--- src/rtl/rf_pkg.sv ---
// Shared constants and types for the register-file write arbiter.
// NREG is the register count; ZERO_REG is the hardwired-zero register that must never be written.
package rf_pkg;

    localparam int NREG     = 32;
    localparam int DEF_AW   = 5;
    localparam int DEF_DW   = 32;
    localparam int ZERO_REG = 0;

    typedef enum logic {
        IDLE,
        CLEAR
    } state_t;

endpackage

--- src/rtl/rr_arbiter.sv ---
// Combinational round-robin arbiter.
// Requests are scanned starting at index ptr and wrap modulo NREQ; the result is a one-hot grant plus its index.
module rr_arbiter #(
    parameter int NREQ = 3,
    parameter int PW   = $clog2(NREQ)
) (
    input  logic [NREQ-1:0] req,
    input  logic [PW-1:0]   ptr,
    output logic [NREQ-1:0] gnt,
    output logic [PW-1:0]   gnt_idx
);

    int            j;
    logic [PW-1:0] jp;

    // The scan runs from the farthest offset down to the nearest.
    // Whichever request is closest to ptr is written last and therefore wins.
    always_comb begin
        gnt     = '0;
        gnt_idx = '0;
        j       = 0;
        jp      = '0;
        for (int i = NREQ - 1; i >= 0; i--) begin
            j = int'(ptr) + i;
            if (j >= NREQ) j = j - NREQ;
            jp = PW'(j);
            if (req[jp]) begin
                gnt     = '0;
                gnt[jp] = 1'b1;
                gnt_idx = jp;
            end
        end
    end

endmodule

--- src/rtl/regfile_wr_arbiter.sv ---
// Write-port arbiter and clear sequencer for the 32x32 register file.
// It shares the single write port round-robin and can zero registers 1..NREG-1, one per cycle.
module regfile_wr_arbiter
    import rf_pkg::*;
#(
    parameter int NREQ = 3,
    parameter int DW   = DEF_DW,
    parameter int AW   = DEF_AW
) (
    input  logic              clk,
    input  logic              rst_n,
    input  logic [NREQ-1:0]   req_valid,
    output logic [NREQ-1:0]   req_ready,
    input  logic [NREQ*AW-1:0] req_addr,
    input  logic [NREQ*DW-1:0] req_data,
    input  logic              clear_req,
    output logic              clear_busy,
    output logic              rf_we,
    output logic [AW-1:0]     rf_waddr,
    output logic [DW-1:0]     rf_wdata
);

    localparam int PW = $clog2(NREQ);

    state_t          state, state_n;
    logic [AW-1:0]   cnt, cnt_n;
    logic [PW-1:0]   ptr, ptr_n;
    logic [NREQ-1:0] gnt;
    logic [PW-1:0]   gnt_idx;
    logic            xfer;
    logic [AW-1:0]   sel_addr;
    logic [DW-1:0]   sel_data;
    logic            we_n, busy_n;
    logic [AW-1:0]   waddr_n;
    logic [DW-1:0]   wdata_n;

    rr_arbiter #(
        .NREQ (NREQ),
        .PW   (PW)
    ) u_arb (
        .req     (req_valid),
        .ptr     (ptr),
        .gnt     (gnt),
        .gnt_idx (gnt_idx)
    );

    // Grants are offered only in IDLE when no clear is pending. They are also suppressed while reset is asserted.
    assign req_ready = (rst_n && state == IDLE && !clear_req) ? gnt : '0;
    assign xfer      = |req_ready;

    always_comb begin
        sel_addr = '0;
        sel_data = '0;
        for (int i = 0; i < NREQ; i++) begin
            if (gnt[i]) begin
                sel_addr = req_addr[i*AW +: AW];
                sel_data = req_data[i*DW +: DW];
            end
        end
    end

    // cnt always equals the address that is presented on rf_waddr during the clear.
    // When the last register's write is registered, the FSM returns to IDLE.
    // clear_busy stays high for that final cycle.
    always_comb begin
        state_n = state;
        cnt_n   = cnt;
        ptr_n   = ptr;
        we_n    = 1'b0;
        busy_n  = 1'b0;
        waddr_n = rf_waddr;
        wdata_n = rf_wdata;
        case (state)
            IDLE: begin
                if (clear_req) begin
                    state_n = CLEAR;
                    cnt_n   = AW'(ZERO_REG + 1);
                    we_n    = 1'b1;
                    busy_n  = 1'b1;
                    waddr_n = AW'(ZERO_REG + 1);
                    wdata_n = '0;
                end else if (xfer) begin
                    ptr_n = (int'(gnt_idx) == NREQ - 1) ? '0 : gnt_idx + 1'b1;
                    if (sel_addr != AW'(ZERO_REG)) begin
                        we_n    = 1'b1;
                        waddr_n = sel_addr;
                        wdata_n = sel_data;
                    end
                end
            end
            CLEAR: begin
                cnt_n   = cnt + 1'b1;
                we_n    = 1'b1;
                busy_n  = 1'b1;
                waddr_n = cnt + 1'b1;
                wdata_n = '0;
                if (cnt + 1'b1 == AW'(NREG - 1)) state_n = IDLE;
            end
            default: state_n = IDLE;
        endcase
    end

    always_ff @(posedge clk or negedge rst_n) begin
        if (!rst_n) begin
            state      <= IDLE;
            cnt        <= '0;
            ptr        <= '0;
            rf_we      <= 1'b0;
            rf_waddr   <= '0;
            rf_wdata   <= '0;
            clear_busy <= 1'b0;
        end else begin
            state      <= state_n;
            cnt        <= cnt_n;
            ptr        <= ptr_n;
            rf_we      <= we_n;
            rf_waddr   <= waddr_n;
            rf_wdata   <= wdata_n;
            clear_busy <= busy_n;
        end
    end

endmodule

--- config.mk ---
export PLATFORM = sky130hd
export DESIGN_NAME = regfile_wr_arbiter
export DESIGN_NICKNAME = d
export VERILOG_FILES = /design/src/rtl/rf_pkg.sv /design/src/rtl/rr_arbiter.sv /design/src/rtl/regfile_wr_arbiter.sv
export SDC_FILE = /design/constraint.sdc
export NUM_CORES = 1
export LEC_CHECK = 0
export CORE_MARGIN = 2
export CORE_UTILIZATION = 30
export DETAILED_ROUTE_END_ITERATION = 8
export PLACE_DENSITY = 0.62
export SLEW_MARGIN = 20
export SYNTH_ARGS = -nofsm -noshare
export SYNTH_HDL_FRONTEND = slang
export SYNTH_SLANG_ARGS = --single-unit
--- constraint.sdc ---
create_clock -name clk -period 2.95 [get_ports clk]
set_input_delay 0.59 -clock clk [delete_from_list [all_inputs] [get_ports clk]]
set_output_delay 0.59 -clock clk [all_outputs]
set_load 0.05 [all_outputs]
==> run summary <==
Dividing the synthesized area by the synthesized cell count gives slightly above 8 sq um. TritonCTS built the clock tree. The arrival time of the worst setup path is 3.24 ns. The cell area after layout came out at 0.00595 sq mm. The final reports fail on setup timing. The combined area of all synthesized cells is 0.00352 sq mm.

The number of antenna violations at the first check in global routing is 0. The H-tree depth came out at 2. The critical register-to-register path endpoint is rf_wdata[2]. The type of the worst min-delay path is in -> async. Counting stages on the worst path, the most repeated cell is buf_6. The share of total power consumed by net switching is 0.475.

Summed over all nets, wire length on met3 after detailed routing comes to 743 um. The largest single stage delay on the critical path is ~0.39 ns. The cell internal power dissipation is just under 0.003 W. Across every metal layer, demand over resource in global routing totals 0.174. The number of cells traversed by the worst register-to-register path came out at 15. The maximum net fanout on the critical path is 7.

The maximum frequency from static timing analysis came out at between 300 and 400 MHz. The number of buffers created by CTS came out at 5. The type of destination of the critical path is a flop. In the routed layout, each cell is associated on average with a via count of 4.97.

The maximum number of pins on one net before global-route repair is 65. The kind of cell with the highest combined delay along the critical path is compound AO/OA/AOI/OAI gates. The total routed wirelength is 11,800 um. In this run, synthesis produced a sequential element count of 47. The share of total power dissipated in the clock network is 0.103. After detailed routing, the number of remaining DRC violations is 0. The leakage power of the design came out at around 2.6 nW. The length of the first detailed-routing pass in iterations is 4. Of the total power, combinational logic draws 0.746. The total power consumption of the routed design is roughly 0.0057 W.

The worst setup slack for register-to-register paths is -0.1 ns. The number of warning messages in the yosys log is 0. The worst-skew pair later-pin latency is around 0.28 ns. The number of distinct library cell variants in the gate-level netlist after synthesis came out at 60. The net count after synthesis came out at 546. After the first detailed-routing iteration, the DRC count stood at 110. The placed wire-length estimate after detailed placement came out at 8550 um.

The async set-reset flop share out of synthesis came out at 1.00. After detailed routing, no signal wire sits above met4. The number of endpoints with negative hold slack in the final report is 0. Measured along the y axis, the die boundary spans 112 um. The number of buffers added on ports came out at ~160. The post-synthesis cell count came out at 423. The area overhead of the layout relative to synthesis came out at 69.1%. Setup repair after global routing could not meet its margin everywhere.

CTS placed an instance of clkbuf_16 at the clock tree root. For this block, the via count after detailed routing is approximately 3,700. The switching power of the nets is around 0.0027 W. The share of final-layout standard cells stronger than drive strength 1 came out at 0.180.

The number of buffers on the longest clock path came out at 2. The met2 routed wirelength came out at around 5900 um. The post-placement cell area came out at 0.00540 sq mm.

The areal power density over the cells came out at about 950 mW/mm^2. The worst slack after detailed placement is -0.517 ns. The transition at the pin with the smallest max-transition slack came out at 0.622 ns. The worst setup path is of the reg -> reg kind. The share of the Yosys chip area taken by registers is 0.334. From left edge to right edge, the die measures 112 um.

The area of the core came out at about 0.011 sq mm. The first-pass GRT wire length came out at about 18,000 um. The final setup violation count is 38. The routability congestion estimate from global placement came out at 0.837. The number of global-route vias before repair is 3,795. The floorplan row count came out at 39.

Among all stages on the critical path, the largest delay is contributed by dfrtp_1. The final layout contains 733 nets. The routed length on met1 came out at 5140 um. The share of the clock period used by the worst path came out at 1.03.

The most used flip-flop cell after synthesis is dfrtp_1. The number of max-slew violations in the final report is 0. VDD sags by at most between 0.6 and 0.7 mV.

The clock slew at the register clock pins of the worst setup and hold paths is 0.06 ns. The routed wire length per instance came out at ~16 um. After layout, the minimum clock period comes to 3.05 ns.

The critical path goes through buf_6, ha_4, buf_6, buf_6, nand3b_1, o21ai_4, buf_6, a221oi_4, or2_4, o211ai_1, a22o_1, o31ai_4, buf_12, buf_12, mux2i_2. The type of origin of the critical path is a flop. The initial standard-cell utilization of the core came out at 0.308. For the worst setup path, the data required time is 3.14 ns. The total overflow left after global routing is 0. Once routing completed, OpenROAD measured the worst setup slack at -0.0997 ns.

During I/O placement, the number of pins put on the boundary was 159. The sequential share of power came out at 0.151. Measured against its own limit, the worst slew margin works out to 0.586. The count of nets left with antenna violations once routing finished came out at 0. The number of antenna diodes in the final layout is 0.

The count of maximum capacitance violations came out at 0. The number of buffer and inverter instances along the worst setup path is 6. The worst flop-to-flop path startpoint is ptr[0]. The run finished, with violations left. The number of sinks driven by the clock tree is 47.

The count of flip-flops with a built-in enable after synthesis came out at 0. The clock skew came out at roughly 0.0031 ns. The die area came out at 0.0126 sq mm.
[registers in the layout, summed over array words and instances (netlist names)]
register / cells
clear_busy: 1
cnt: 5
ptr: 2
rf_waddr: 5
rf_wdata: 32
rf_we: 1
state: 1
[cell usage after synthesis, drive strengths merged, types with 2 or more instances]
master       instances  area (sq um)
or2                  2          12.5
a31oi                4          25.0
clkbuf              13          48.8
mux2                 2          30.0
o22ai                5          31.3
nor2b                2          20.0
o32ai                3          33.8
nand2               80           303
o22a                 2          17.5
buf                 14           150
nand3               40           200
nand2b               8          57.6
nor2                19          71.3
o21a                 2          15.0
or3                  2          15.0
inv                  9          33.8
and2                 3          18.8
a21o                 4          30.0
o211ai               2          20.0
o21ai               12          63.8
dfrtp               47          1180
ha                   6          75.1
a221oi               3          56.3
xnor2                3          26.3
a211oi               3          22.5
nor3                 2          15.0
a21boi               2          15.0
a21oi               71           367
dlygate4sd3          4          40.0
and3                 3          18.8
mux2i               35           350
a311oi               2          30.0
[worst register-to-register path, stage by stage, from the launching register on]
cell,delay (ns)
dfrtp_1,0.39
buf_6,0.13
ha_4,0.17
buf_6,0.12
buf_6,0.11
nand3b_1,0.14
o21ai_4,0.10
buf_6,0.13
a221oi_4,0.30
or2_4,0.21
o211ai_1,0.10
a22o_1,0.26
o31ai_4,0.26
buf_12,0.18
buf_12,0.15
mux2i_2,0.21
[per-layer routing]
layer,global-route usage,up-vias
li1,-,1870
met1,0.212,1769
met2,0.318,105
met3,0.0497,2
met4,0.0171,0
met5,0,-
[power groups by stage]
stage	clock network [W]	registers, W	logic, W
global placement	0	0.000858	0.00357
finish	0.000581	0.000854	0.00422
global route	0.000623	0.000870	0.00458
CTS	0.000593	0.000851	0.00393
detailed placement	0	0.000861	0.00363
floorplan	0	0.00100	0.00230
[layout make-up]
type                            count  area [sq um]
Multi-Input combinational cell    335          2260
Tap cell                          143           179
Inverter                            9          33.8
Sequential cell                    47          1180
Clock buffer                        8           156
Timing Repair Buffer              212          2140
Fill cell                        1083          5470
[metrics by stage]
| stage | util | hold slack [ns] | instances | TNS, ns |
|---|---|---|---|---|
| 6_report | 0.521 | 0.417 | 754 | -2.41 |
| 5_1_grt | 0.521 | 0.471 | 754 | -7.06 |
| 4_1_cts | 0.503 | 0.451 | 746 | -2.21 |
| 3_5_place_dp | 0.473 | 0.496 | 732 | -18.34 |
| 3_3_place_gp | 0.473 | 0.481 | 732 | -14.98 |
| 2_1_floorplan | - | 0.294 | 423 | 0 |
[cells in the final DEF, fill, tap and decap left out, types with 3 or more instances in the layout]
master	netlist	final
inv_1	9	8
clkbuf_16	0	7
a21oi_1	70	68
a21o_1	4	4
o21ai_0	11	10
ha_1	6	4
dlygate4sd2_1	0	3
mux2i_1	35	33
nor2_1	19	13
buf_6	5	8
buf_12	3	6
nand2b_1	7	7
o22ai_1	5	3
a31oi_1	4	3
nand2_1	79	78
buf_4	2	39
and2_1	3	3
dfrtp_1	47	47
xnor2_1	3	3
clkdlybuf4s50_1	0	151
nor2_4	0	5
nand3_1	40	38
[timing repair]
action	CTS	global route
pin swaps	9	16
endpoints found under the setup margin	40	40
cloned	1	2
hold buffers	0	0
gates resized for setup	30	21
setup buffers	5	7
[kinds of logic (layout without fill, tap and decap cells)]
kind of cell,after synthesis,after routing,synth area share
adder cells (fa/ha/maj),6,6,0.0213
XOR/XNOR,4,4,0.00996
AO/OA/AOI/OAI,122,122,0.225
AND/OR/NAND/NOR,166,166,0.221
flip-flops,47,47,0.334
buffers and inverters,41,229,0.0800
multiplexers,37,37,0.108
[worst max path at each step]
stage	to	slack (ns)	cells past startpoint	from
floorplan	req_ready[0]	0.03	8	ptr[1]
global placement	rf_waddr[3]	-0.41	10	req_valid[0]
detailed placement	rf_wdata[8]	-0.52	10	req_valid[1]
CTS	rf_wdata[2]	-0.1	14	ptr[0]
global route	rf_wdata[15]	-0.22	15	ptr[0]
finish	rf_wdata[2]	-0.1	15	ptr[0]
(Power assumes the default switching activity.)
